[src/rtl/seven_segment_capture.sv]
// Purpose : snoops a multiplexed seven-segment bus and decodes each stable digit back to a hex nibble.
// Latency : a capture is visible STABLE_CYCLES+1 edges after the first edge that sampled the new pair.
// Backpr. : none; a free-running observer that never stalls the bus it watches.
//
// Ports
//   clk, rst_n    rising-edge clock, synchronous active-low reset
//   anodes_in     one-hot digit select (bit i = digit i)
//   seg_in        segments {a,b,c,d,e,f,g,dp}, active-high
//   clear         zeroes digits/digit_valid/dp_out (a same-cycle capture still lands)
//   digits        captured nibbles, digits[4i+3:4i] = digit i
//   digit_valid   digit i holds a decoded value
//   dp_out        captured decimal point per digit
//   cap_strobe    one-cycle pulse per capture; cap_index holds the digit of the last one
//   err_pattern   one-cycle pulse: captured segment pattern not a hex glyph
//   err_anode     one-cycle pulse: stable anode select had more than one bit set
module seven_segment_capture #(
    parameter int unsigned STABLE_CYCLES = 4
) (
    input  logic        clk,
    input  logic        rst_n,
    input  logic [7:0]  anodes_in,
    input  logic [7:0]  seg_in,
    input  logic        clear,
    output logic [31:0] digits,
    output logic [7:0]  digit_valid,
    output logic [7:0]  dp_out,
    output logic        cap_strobe,
    output logic [2:0]  cap_index,
    output logic        err_pattern,
    output logic        err_anode
);

    typedef enum logic {
        SETTLE,
        HOLD
    } state_t;

    localparam logic [7:0] CNT_MATCH = 8'(STABLE_CYCLES - 1);

    logic [15:0] r;
    logic [15:0] r_d;
    logic [7:0]  cnt;
    state_t      state;
    state_t      state_nxt;
    logic        same;
    logic        fire;
    logic [2:0]  idx;
    logic [3:0]  nbits;
    logic        one_hot;
    logic        multi_hot;
    logic        do_cap;
    logic        do_err_anode;
    logic [4:0]  dec;
    logic        hit;

    // Returns {hit, value}; the dp bit is not part of the glyph.
    function automatic logic [4:0] decode(input logic [6:0] pat);
        logic [4:0] res;
        case (pat)
            7'h7E:   res = 5'h10;
            7'h30:   res = 5'h11;
            7'h6D:   res = 5'h12;
            7'h79:   res = 5'h13;
            7'h33:   res = 5'h14;
            7'h5B:   res = 5'h15;
            7'h5F:   res = 5'h16;
            7'h70:   res = 5'h17;
            7'h7F:   res = 5'h18;
            7'h7B:   res = 5'h19;
            7'h77:   res = 5'h1A;
            7'h1F:   res = 5'h1B;
            7'h4E:   res = 5'h1C;
            7'h3D:   res = 5'h1D;
            7'h4F:   res = 5'h1E;
            7'h47:   res = 5'h1F;
            default: res = 5'h00;
        endcase
        return res;
    endfunction

    assign same = (r == r_d);
    assign dec  = decode(r[7:1]);
    assign hit  = dec[4];

    // Next state: any change in the sampled pair reopens the window; in
    // SETTLE the window fires once the counter has seen enough equal pairs.
    always_comb begin
        state_nxt = state;
        fire      = 1'b0;
        if (!same) begin
            state_nxt = SETTLE;
        end else if (state == SETTLE && cnt == CNT_MATCH) begin
            fire      = 1'b1;
            state_nxt = HOLD;
        end
    end

    // Anode classification of the stable sample.
    always_comb begin
        idx   = 3'd0;
        nbits = 4'd0;
        for (int i = 0; i < 8; i++) begin
            if (r[8+i]) begin
                idx   = 3'(i);
                nbits = nbits + 4'd1;
            end
        end
    end

    assign one_hot      = (nbits == 4'd1);
    assign multi_hot    = (nbits > 4'd1);
    assign do_cap       = fire && one_hot;
    assign do_err_anode = fire && multi_hot;

    always_ff @(posedge clk) begin
        if (!rst_n) begin
            r           <= '0;
            r_d         <= '0;
            cnt         <= '0;
            state       <= SETTLE;
            digits      <= '0;
            digit_valid <= '0;
            dp_out      <= '0;
            cap_strobe  <= 1'b0;
            cap_index   <= '0;
            err_pattern <= 1'b0;
            err_anode   <= 1'b0;
        end else begin
            r     <= {anodes_in, seg_in};
            r_d   <= r;
            state <= state_nxt;

            if (!same) begin
                cnt <= '0;
            end else if (cnt != 8'hFF) begin
                cnt <= cnt + 8'd1;
            end

            cap_strobe  <= do_cap;
            err_pattern <= do_cap && !hit;
            err_anode   <= do_err_anode;
            if (do_cap) begin
                cap_index <= idx;
            end

            // The digit being captured wins over clear; all others follow clear.
            for (int i = 0; i < 8; i++) begin
                if (do_cap && idx == 3'(i)) begin
                    digits[4*i +: 4] <= hit ? dec[3:0] : 4'h0;
                    digit_valid[i]   <= hit;
                    dp_out[i]        <= r[0];
                end else if (clear) begin
                    digits[4*i +: 4] <= 4'h0;
                    digit_valid[i]   <= 1'b0;
                    dp_out[i]        <= 1'b0;
                end
            end
        end
    end

endmodule

[config.mk]
export PLATFORM = sky130hd
export DESIGN_NAME = seven_segment_capture
export DESIGN_NICKNAME = d
export VERILOG_FILES = /design/src/rtl/seven_segment_capture.sv
export SDC_FILE = /design/constraint.sdc
export NUM_CORES = 1
export LEC_CHECK = 0
export BUFFER_PORTS_ARGS = -buffer_cell sky130_fd_sc_hd__clkbuf_2
export CAP_MARGIN = 15
export CORE_UTILIZATION = 51
export CTS_CLUSTER_SIZE = 10
export DETAILED_ROUTE_END_ITERATION = 10
export GPL_ROUTABILITY_DRIVEN = 0
export PLACE_DENSITY = 0.76
export SLEW_MARGIN = 0
export SYNTH_ARGS = -nofsm -noshare
export SYNTH_HDL_FRONTEND = slang
export SYNTH_SLANG_ARGS = --single-unit
[constraint.sdc]
create_clock -name clk -period 5 [get_ports clk]
set_clock_uncertainty 0.2 [all_clocks]
set_input_delay 1 -clock clk [delete_from_list [all_inputs] [get_ports clk]]
set_output_delay 1 -clock clk [all_outputs]
set_load 0.02 [all_outputs]
After elaboration in Yosys (flattened, before gate mapping) --
Cells that the tools add are included.
Operators by class: $add $sub $neg 8, $mul 0, div/mod/pow operators 0, magnitude comparators 1, equal/unequal tests 27, shift-type cells 0, mux-type cells 45, bitwise operators 1, reductions and logical operators 23
Operators by type and width (number):
- 7-bit equality test (second input constant) | 12
- 5-bit one-hot mux with 16 select lines | 1
- 4-bit two-way mux | 17
- 4-bit by 1-bit adder with 4-bit output (second input constant) | 7
- 7-bit by 6-bit equality test with 1-bit output (second input constant) | 3
- 1-bit two-way mux | 21
- 3-bit two-way mux | 6
- 16-bit equality test | 1
- 2-bit nonzero test | 8
- 3-bit equality test (second input constant) | 4
- 1-bit logical AND | 12
- 8-bit by 1-bit adder with 8-bit output (second input constant) | 1
- 8-bit by 2-bit equality test with 1-bit output (second input constant) | 1
- 8-bit != test (second input constant) | 1
- 7-bit by 5-bit equality test with 1-bit output (second input constant) | 1
- 3-bit by 2-bit equality test with 1-bit output (second input constant) | 2
- 4-bit by 1-bit equality test with 1-bit output (second input constant) | 1
- 4-bit by 1-bit greater-than comparator with 1-bit output (second input constant) | 1
- 3-bit by 1-bit equality test with 1-bit output (second input constant) | 1
- 3-bit zero test | 1
- 2-bit AND reduction | 1
- 1-bit zero test | 1
- 1-bit NOT | 1
Storage, ports and cells: bits in registers 95, bits in latches 0, memory bits (writable) 0, bits in read-only memories 0, memories 0

Depth between registers and ports, before layout --
depth after elaboration 19, mapped depth 20

Worst setup path before layout --
OpenSTA, ideal clock, no wires.
path type reg-to-reg, from reg r[9], to reg digits[2], library setup time 73 ps, arrival 4353 ps, required time 4727 ps, path slack 374 ps, cell stages (with the launch flop) 18, period minus slack after synthesis 4626 ps, cells stage by stage dfxtp_1 inv_1 ha_1 buf_6 xor3_2 ha_1 xnor2_1 a21o_1 o2111a_1 nor2_1 ha_1 o22ai_1 a31oi_1 or3_4 a311oi_4 nand4_2 nor3_4 mux2i_1
On the way: cells in the longest elaborated chain, start to end 17
Ends and longest elaborated chain:
- start, declared | RTL line 40 | logic [15:0] r;
- start signal, assigned | RTL line 129 | r <= {anodes_in, seg_in};
- 4-bit two-way mux | RTL line 103 | if (r[8+i]) begin
- 4-bit by 1-bit adder with 4-bit output | RTL line 105 | nbits = nbits + 4'd1;
- 4-bit two-way mux | RTL line 103
- 4-bit by 1-bit adder with 4-bit output | RTL line 105
- 4-bit two-way mux | RTL line 103
- 4-bit by 1-bit adder with 4-bit output | RTL line 105
- 4-bit two-way mux | RTL line 103
- 4-bit by 1-bit adder with 4-bit output | RTL line 105
- 4-bit two-way mux | RTL line 103
- 4-bit by 1-bit adder with 4-bit output | RTL line 105
- 4-bit two-way mux | RTL line 103
- 4-bit by 1-bit adder with 4-bit output | RTL line 105
- 4-bit two-way mux | RTL line 103
- 4-bit by 1-bit equality test with 1-bit output | RTL line 110 | assign one_hot = (nbits == 4'd1);
- 1-bit logical AND | RTL line 112 | assign do_cap = fire && one_hot;
- 1-bit logical AND * | RTL line 148 | if (do_cap && idx == 3'(i)) begin
- 4-bit two-way mux or 2-bit nonzero test (tied branches)
- end signal, assigned by index | RTL line 149 | digits[4*i +: 4] <= hit ? dec[3:0] : 4'h0;
- end, declared | RTL line 24 | output logic [31:0] digits,
Mark *: on every way between the ends. The rest lies on a longest branch, timed or not. A chain may end at the register's enable or synchronous reset.

Final worst setup path --
from reg r[8], to reg digits[9]
On the way: cells in the longest elaborated chain, start to end 19
Ends and longest elaborated chain (RTL line):
- 1-bit two-way mux | 103
- 4-bit by 1-bit adder with 4-bit output | 105
- 4-bit two-way mux | 103
- 4-bit by 1-bit adder with 4-bit output | 105
- 4-bit two-way mux | 103
- 4-bit by 1-bit adder with 4-bit output | 105
- 4-bit two-way mux | 103
- 4-bit by 1-bit adder with 4-bit output | 105
- [... 3 more ...]
- 4-bit by 1-bit adder with 4-bit output | 105
- 4-bit two-way mux | 103
- 4-bit by 1-bit adder with 4-bit output | 105
- 4-bit two-way mux | 103
- 4-bit by 1-bit equality test with 1-bit output | 110
- 1-bit logical AND * | 112
- 1-bit logical AND * | 148
- 4-bit two-way mux or 2-bit nonzero test (tied branches)
Marked as above.

==> impl_metrics.tcl <==
set metrics [dict create \
    status "finished, final reports clean" \
    reg2regPathDepth 17 \
    core_area_sq_um 8720 \
    fmax_ghz 0.212 \
    synthSimpleGateAreaFrac_pct 25.1 \
    synth_xor_area_share_pct 7.77 \
    drtIter0Drc 227 \
    finalHoldViolations 0 \
    setup_slack_ns 0.272 \
    nNetsFinal 601 \
    synthMuxAreaShare_pct 9.78 \
    min_from "digits[7]$_SDFFE_PN0P_" \
    grt_max_degree 49 \
    synthArstFlopShare_pct 0 \
    clkTransAtPathRegs_ns 0.10 \
    grt-ovfl-total 0 \
    cpLargestDelayFamily "compound AO/OA/AOI/OAI gates" \
    synth-compound-area-share_pct 9.67 \
    power.leakage_nw 2.17 \
    avgViaCountPerCell 5.56 \
    first_pass_iters 5 \
    numCtsBuffers 9 \
    cts_tree "yes" \
    synthAdderAreaFrac_pct 2.44 \
    synth_cells 510 \
    wl_mm 10.6 \
    maxCapViolCount 0 \
    first_global_vias 3637 \
    row_count 34 \
    portBuffers 72 \
    final_core_util_pct 60.6 \
    nFillCells 761 \
    synth_warnings 0 \
    cp_slowest_stage_delay_ns 0.45 \
    avgSynthCellArea_sq_um 9.03 \
    vdd_drop_max_mv 0.196 \
    antenna_cells 0 \
    yosysTopAreaCell "dfxtp_1" \
    ant_nets 0 \
    area_delta_synth_final_pct 14.8 \
    synth-main-ff-cell "dfxtp_1" \
    timing.rr.start "r[8]$_SDFF_PN0_" \
    worstMarginPinSlew_ns 0.757 \
    start_util_pct 52.8 \
    antenna_found_initial 0 \
    total_power_mw 1.48 \
    relSlewSlack_pct 49.5 \
    io_pins 73 \
    cp_common_cell "ha_1" \
    cp-startpoint "r[8]$_SDFF_PN0_" \
    grt_usage_pct 23.2 \
    yosysSeqAreaShare_pct 41.3 \
    synth_seq_cells 95 \
    final_layout_size_suffix_gt1_share_pct 22.1 \
    clkLatencyLatePin_ns 0.37 \
    place_inst 667 \
    power_density_nw_per_um2 280 \
    vias 3812 \
    finalMaxSlewViolations 0 \
    clockBufferDepth 2 \
    die_h_um 97.0 \
    arrival_ns 4.82 \
    place_ws_ns 0.0184 \
    grt_pass1_wl_mm 17.8 \
    cp.depth 17 \
    htreeDepth 3 \
    finalSetupViolCount 0 \
    hold_class "flip-flop to flip-flop" \
    layoutNonFillerInstCount 686 \
    crit_path_max_fanout 6 \
    drcViolationCount 0 \
    cp-start-kind "flip-flop" \
    path_cells "inv_1, ha_4, xor3_2, ha_1, xnor2_1, a21o_1, o2111a_1, nor2_2, ha_1, o22ai_1, a31oi_1, or3_4, a311oi_4, nand4_1, buf_4, nor2_4, mux2i_1" \
    cp-end-kind "flip-flop" \
    netlist_area_sq_um 4610 \
    root_buffer "clkbuf_8" \
    hpwl_mm 7.44 \
    whs_path_depth 2 \
    synth_top_family_by_area "simple AND/OR/NAND/NOR gates" \
    fin_crit_ns 4.73 \
    synth.top_cell.area_share_pct 41.3 \
    path_class "flip-flop to flip-flop" \
    ys_types 65 \
    synth_nets 538 \
    worst-path-buf-inv 2 \
    worstPathRequired_ns 5.09 \
    cp_slowest_cell "xor3_2" \
    die_x_um 97.0 \
    synth_edf_count 0 \
    clkSinkCount 95 \
    netlist_top_cells_area "dfxtp_1 (41%), mux2i_1 (9.8%), nand2_1 (5.8%)" \
    die_area_sq_um 9420 \
    detail_route.wl_per_cell_um 15.5 \
    period_share_pct 94.6 \
]
==> layout by cell type, fill, tap and decap left out, drive strengths merged, types with 3 or more instances in the layout <==
cell type and count:
clkinvlp 3, or3 3, nor2 29, nand2b 8
o21ai 19, and3 4, nand3b 3, nor3b 3
or2 3, nor4 6, nand3 22, ha 9
and2 26, nand4 9, nor2b 7, a21oi 11
a31oi 6, xor2 7, o22ai 3, nor4b 4
nand2 72, buf 12, nor3 11, inv 15
clkbuf 82, xnor2 28, dfxtp 95, mux2i 45
==> area by class of cell <==
class	count	area [sq um]	share of cell area (%)
clock buffers	10	128	2.41
clock inverters	6	53.8	1.02
inverters	12	45.0	0.852
multi-input cells	371	2570	48.5
flip-flops and latches	95	1910	36.1
well taps	108	135	2.56
repair buffers	84	450	8.52
==> per-stage QoR <==
step	setup TNS (ns)	hold slack, ns	cell area (sq um)
after floorplan	0	0.241	4610
after global placement	0	0.243	5040
after detailed placement	0	0.247	5040
after CTS	0	0.263	5220
after global routing	-0.0126	0.291	5290
final	0	0.262	5290
==> report_power, final <==
| part | internal [mW] | switching (mW) |
|---|---|---|
| sequential | 0.768 | 0.0247 |
| combinational | 0.0987 | 0.110 |
| clock | 0.190 | 0.288 |
==> worst min-delay path, cell delays in order (launching register included) <==
cell and delay (ns):
dfxtp_1 0.32, nand2_1 0.05, mux2i_1 0.05
==> final timing paths <==
kind                            endpoint  slack (ns)
setup reg to reg  digits[9]$_SDFFE_PN0P_        0.27
hold / removal    digits[7]$_SDFFE_PN0P_        0.26
setup / recovery  digits[9]$_SDFFE_PN0P_        0.27
hold reg to reg   digits[7]$_SDFFE_PN0P_        0.26
==> what timing repair did <==
action,CTS,global route
hold endpoints to repair,0,0
setup buffers,0,3
hold buffers,0,0
gates resized for setup,1,14
pin swaps,0,4
endpoints found under the setup margin,9,51
==> cells by family after synthesis <==
group | count (synthesis)
AND/OR/NAND/NOR | 216
flip-flops | 95
AO/OA/AOI/OAI | 65
multiplexers | 45
buffers and inverters | 44
XOR/XNOR | 36
adder cells (fa/ha/maj) | 9
==> routing by layer <==
| metal | GRT usage (%) | wire, um | up-vias |
|---|---|---|---|
| met5 | 0 | 0 | - |
| met4 | 6.77 | 137 | 0 |
| met3 | 5.27 | 564 | 11 |
| met2 | 38.0 | 5230 | 108 |
| met1 | 30.6 | 4680 | 1808 |
| li1 | - | - | 1885 |
==> sequential cells by signal, indices dropped and copies added (netlist names) <==
name / cells
cap_index: 3
state: 1
err_anode: 1
cnt: 8
err_pattern: 1
cap_strobe: 1
r_d: 16
dp_out: 8
digit_valid: 8
digits: 32
r: 16
==> synth_stat cells, drive strengths merged, types with 4 or more instances <==
| cell | instances |
|---|---|
| a21oi | 11 |
| a31oi | 6 |
| and2 | 26 |
| and3 | 4 |
| buf | 8 |
| clkbuf | 24 |
| dfxtp | 95 |
| ha | 9 |
| inv | 12 |
| mux2i | 45 |
| nand2 | 72 |
| nand2b | 8 |
| nand3 | 22 |
| nand4 | 9 |
| nor2 | 29 |
| nor2b | 7 |
| nor3 | 11 |
| nor4 | 6 |
| nor4b | 4 |
| o21ai | 19 |
| xnor2 | 28 |
| xor2 | 7 |
Note: power is estimated with default switching activity, not from simulation.
